$ cat src/rtl/level_sequencer.sv
// Game-flow controller: sequences start, play, death and level transitions.
// Optional life tracking and the OVER state are built when LEVEL_SEQUENCER_LIVES_EN is defined.
module level_sequencer #(
  parameter int NUM_LEVELS   = 2,
  parameter int DEATH_FRAMES = 30,
  parameter int XFER_FRAMES  = 60,
  parameter int LIVES        = 5
) (
  input  logic       frame_clk,
  input  logic       Reset_n,
  input  logic       start,
  input  logic       hit,
  input  logic       at_goal,
  input  logic       collected_all,
  output logic       initialize_level,
  output logic       new_level,
  output logic       dead,
  output logic       freeze,
  output logic [3:0] level,
  output logic [2:0] state_out,
  output logic       game_won,
  output logic [3:0] lives_left
);

  localparam logic [2:0] S_IDLE  = 3'd0;
  localparam logic [2:0] S_PLAY  = 3'd1;
  localparam logic [2:0] S_DYING = 3'd2;
  localparam logic [2:0] S_CLEAR = 3'd3;
  localparam logic [2:0] S_WON   = 3'd4;
  localparam logic [2:0] S_OVER  = 3'd5;

  localparam logic [7:0] DEATH_LAST = 8'(DEATH_FRAMES - 1);
  localparam logic [7:0] XFER_LAST  = 8'(XFER_FRAMES - 1);
  localparam logic [3:0] LAST_LEVEL = 4'(NUM_LEVELS - 1);
`ifdef LEVEL_SEQUENCER_LIVES_EN
  localparam logic [3:0] LIVES_LOAD = 4'(LIVES);
`else
  // Lives are not tracked in this build, so the load value collapses to zero.
  localparam logic [3:0] LIVES_LOAD = 4'(LIVES) & 4'h0;
`endif

  logic [2:0] state_reg, state_next;
  logic [7:0] count_reg, count_next;
  logic [3:0] level_next;
  logic [3:0] lives_next;
  logic       start_q;
  logic       start_evt;
  logic       init_next, new_next, dead_next;

  assign start_evt = start & ~start_q;
  assign state_out = state_reg;

  always_comb begin
    state_next = state_reg;
    count_next = count_reg;
    level_next = level;
    lives_next = lives_left;
    init_next  = 1'b0;
    new_next   = 1'b0;
    dead_next  = 1'b0;

    case (state_reg)
      S_IDLE, S_WON, S_OVER: begin
        if (start_evt) begin
          state_next = S_PLAY;
          level_next = 4'd0;
          lives_next = LIVES_LOAD;
          init_next  = 1'b1;
        end
      end
      S_PLAY: begin
        // A collision outranks reaching the goal in the same frame.
        if (hit) begin
          dead_next  = 1'b1;
`ifdef LEVEL_SEQUENCER_LIVES_EN
          if (lives_left == 4'd1) begin
            state_next = S_OVER;
            lives_next = 4'd0;
          end else begin
            state_next = S_DYING;
            lives_next = lives_left - 4'd1;
          end
`else
          state_next = S_DYING;
`endif
        end else if (at_goal && collected_all) begin
          state_next = S_CLEAR;
        end
      end
      S_DYING: begin
        if (count_reg == DEATH_LAST) begin
          state_next = S_PLAY;
        end else begin
          count_next = count_reg + 8'd1;
        end
      end
      S_CLEAR: begin
        if (count_reg == XFER_LAST) begin
          if (level == LAST_LEVEL) begin
            state_next = S_WON;
          end else begin
            state_next = S_PLAY;
            level_next = level + 4'd1;
            new_next   = 1'b1;
          end
        end else begin
          count_next = count_reg + 8'd1;
        end
      end
      default: begin
        state_next = S_IDLE;
      end
    endcase

    // Every state is entered with a fresh frame count.
    if (state_next != state_reg) begin
      count_next = 8'd0;
    end
  end

  always_ff @(posedge frame_clk or negedge Reset_n) begin
    if (!Reset_n) begin
      state_reg        <= S_IDLE;
      count_reg        <= 8'd0;
      start_q          <= 1'b0;
      level            <= 4'd0;
      lives_left       <= 4'd0;
      initialize_level <= 1'b0;
      new_level        <= 1'b0;
      dead             <= 1'b0;
      freeze           <= 1'b1;
      game_won         <= 1'b0;
    end else begin
      state_reg        <= state_next;
      count_reg        <= count_next;
      start_q          <= start;
      level            <= level_next;
      lives_left       <= lives_next;
      initialize_level <= init_next;
      new_level        <= new_next;
      dead             <= dead_next;
      freeze           <= (state_next != S_PLAY);
      game_won         <= (state_next == S_WON);
    end
  end

endmodule

$ cat config.mk
export PLATFORM = sky130hd
export DESIGN_NAME = level_sequencer
export DESIGN_NICKNAME = d
export VERILOG_FILES = /design/src/rtl/level_sequencer.sv
export SDC_FILE = /design/constraint.sdc
export NUM_CORES = 1
export LEC_CHECK = 0
export BUFFER_PORTS_ARGS = -buffer_cell sky130_fd_sc_hd__buf_2
export CELL_PAD_IN_SITES_DETAIL_PLACEMENT = 1
export CELL_PAD_IN_SITES_GLOBAL_PLACEMENT = 1
export CORE_MARGIN = 3
export CORE_UTILIZATION = 41
export DETAILED_ROUTE_END_ITERATION = 8
export PLACE_DENSITY_LB_ADDON = 0.1
export SYNTH_ARGS = -nofsm -noshare
export SYNTH_HDL_FRONTEND = slang
export SYNTH_SLANG_ARGS = --single-unit
$ cat constraint.sdc
create_clock -name frame_clk -period 2.35 [get_ports frame_clk]
set_input_delay 0.235 -clock frame_clk [delete_from_list [all_inputs] [get_ports frame_clk]]
set_output_delay 0.235 -clock frame_clk [all_outputs]
set_load 0.01 [all_outputs]
==> results.tsv <==
metric	value	unit
Hold Violations, Final	0	
IO Count	22	
post-DR vias/cell	5.22	
Pleak	0.595	nW
Arrival @ worst endpoint	2.24	ns
hold_buf cts	1	
Clk Latency, worst-skew pair	0.30	ns
Syn Area/Cell	10.2	um^2
simple-gate area share of the yosys netlist	22.0	%
Synth top area share	44.6	%
Slew Viols, Final	0	
EDFF count, synth	0	
Mapped Area	1120	um^2
Compound-Gate Fraction of Synth Area	13.7	%
initial antenna violation count	0	
Overflow after GRT	0	
P per Cell Area	940	nW/um^2
share of cells above drive strength 1	22.0	%
CTS Buffer Depth	2	
RSZ-0062 raised after global routing	no	
Final period util	87.6	%
Worst Path Max Fanout	6	
fill count	301	
Netlist cell types	38	
CTS Sinks	21	
Clock transition at path regs	0.12	ns
DP Wirelength	1930	um
Starting Density	44.1	%
Seq/Total Area, Yosys	47.0	%
Ys Warns	0	
# port buffers	17	
Avg WL per Cell	15.2	um
mux contribution to synthesized area	0	%
share of synthesized registers carrying an async set or reset	100	%
overall die area	3400	um^2
largest net degree at the start of global routing	22	
Req. time, crit path	2.53	ns
wirelength, routed	2470	um
endpoints failing setup	0	
Top FF cell, synth	dfrtp_1	
Slew headroom	59.5	%
largest family of logic cells by synthesized area	simple AND/OR/NAND/NOR gates	
Yosys reg bits	21	
hold crit path type	in -> reg	
CORE AREA	2540	um^2
antenna cells	0	
Hold WS	0.0628	ns
post-synthesis xor/xnor area fraction	7.03	%
Max IR drop VDD	0.000491	V
CTS root buf	clkbuf_4	
Area Growth Syn to Fin	13.4	%
outcome	finished clean	
Final GP Congestion	0.841	
maximum clock rate	486	MHz
most frequent cells in the layout	dfrtp_1 (20), buf_2 (17), nor2_1 (12)	
cts repair resizes	0	
Worst Skew	0.00683	ns
initial DRC count	12	
die height	58.3	um
DRT antenna net count	0	
synth top area cells	dfrtp_1 (45%), xnor2_1 (5.5%), ha_1 (4.5%)	
first-pass GRT wire length	4320	um
CTS tree	yes	
Row Count	18	
cts bufs inserted	3	
vias	845	
H-tree Lvls	1	
Largest register FFs	8	
setup_tns	0	ns
Final min period	2.06	ns
most common cell after layout, fill and taps aside	dfrtp_1	
crit end category	flop	
adder-cell share of the synthesized area	4.46	%
fin util	50.0	%
vias in the first global route	946	
DIE WIDTH	58.3	um
DRT Pass-1 Iters	4	
detailed-route DRC error count	0	
Post-Syn Instances	110	
Setup Buffers After CTS	0	
critical path class	reg -> reg	
max-cap violations	0	
leading area contributor after synthesis	dfrtp_1	
total track usage	16.7	%
Worst setup SP type	flop	
Worst-Margin Slew	0.592	ns
fin nets	143	
[cells in the mapped netlist (2+ instances only)]
cell type,n
nor3_1,3
xor2_1,2
ha_1,4
buf_4,5
nor3b_1,3
inv_1,5
nand2b_1,5
a211oi_1,4
nor2_1,12
xnor2_1,7
nand3_1,2
nand2_1,7
o21ai_0,3
o211ai_1,2
a21oi_1,3
nand3b_1,2
dfrtp_1,20
[report_power, final]
group	total [mW]	switching (mW)	internal [mW]
sequential	0.508	0.0778	0.430
combinational	0.511	0.299	0.212
clock	0.176	0.110	0.0662
total	1.20	0.487	0.709
[logic make-up (layout without fill, tap and decap cells)]
logic type,Yosys count,after routing
other,1,4
DFF,21,21
xor gates and xnor gates,9,9
buffers and inverters,11,30
and+or+nand+nor,45,45
adders and majority gates,4,4
AOI/OAI and AO/OA,19,19
[metal layers]
layer / share of wire, % / track usage (%)
met1: 46 / 21.4
met2: 49 / 28.1
met3: 3.6 / 2.41
met4: 1.5 / 6.95
met5: 0 / 0
[final timing paths]
check / cells past startpoint / slack [ns] / to / startpoint
worst min-delay path: 1 / 0.06 / start_q / start
worst max-delay path: 7 / 0.29 / count_reg[7] / count_reg[0]
worst max register to register: 7 / 0.29 / count_reg[7] / count_reg[0]
max in group asynchronous: 2 / 1.59 / freeze / Reset_n
worst min register to register: 2 / 0.58 / level[1] / level[1]
min in group asynchronous: 2 / 0.42 / count_reg[6] / Reset_n
[metrics by stage]
stage          power, mW  setup WS (ns)  instances  instance area, um^2
5_1_grt             1.31          0.127        162                 1270
4_1_cts             1.22          0.324        162                 1270
2_1_floorplan      0.870          0.553        113                 1130
3_3_place_gp        1.02          0.363        157                 1230
6_report            1.20          0.291        162                 1270
3_5_place_dp        1.03          0.335        157                 1230
[cell type report]
type                       instances  area (um^2)  area share [%]
clock buffer                       4         26.3            2.07
inverter                           5         18.8            1.48
multi-input combinational         81          544            42.8
sequential                        21          527            41.4
tap                               30         37.5            2.95
timing repair buffer              21          118            9.25
[worst max-delay path: stages (launching register included)]
cell and delay, ns:
dfrtp_1 0.44, ha_1 0.24, nand4_1 0.14, o21bai_1 0.14
buf_4 0.18, a2111oi_0 0.55, xnor2_1 0.18, nor2_1 0.05
No activity file was read; power rests on OpenSTA's default activity.
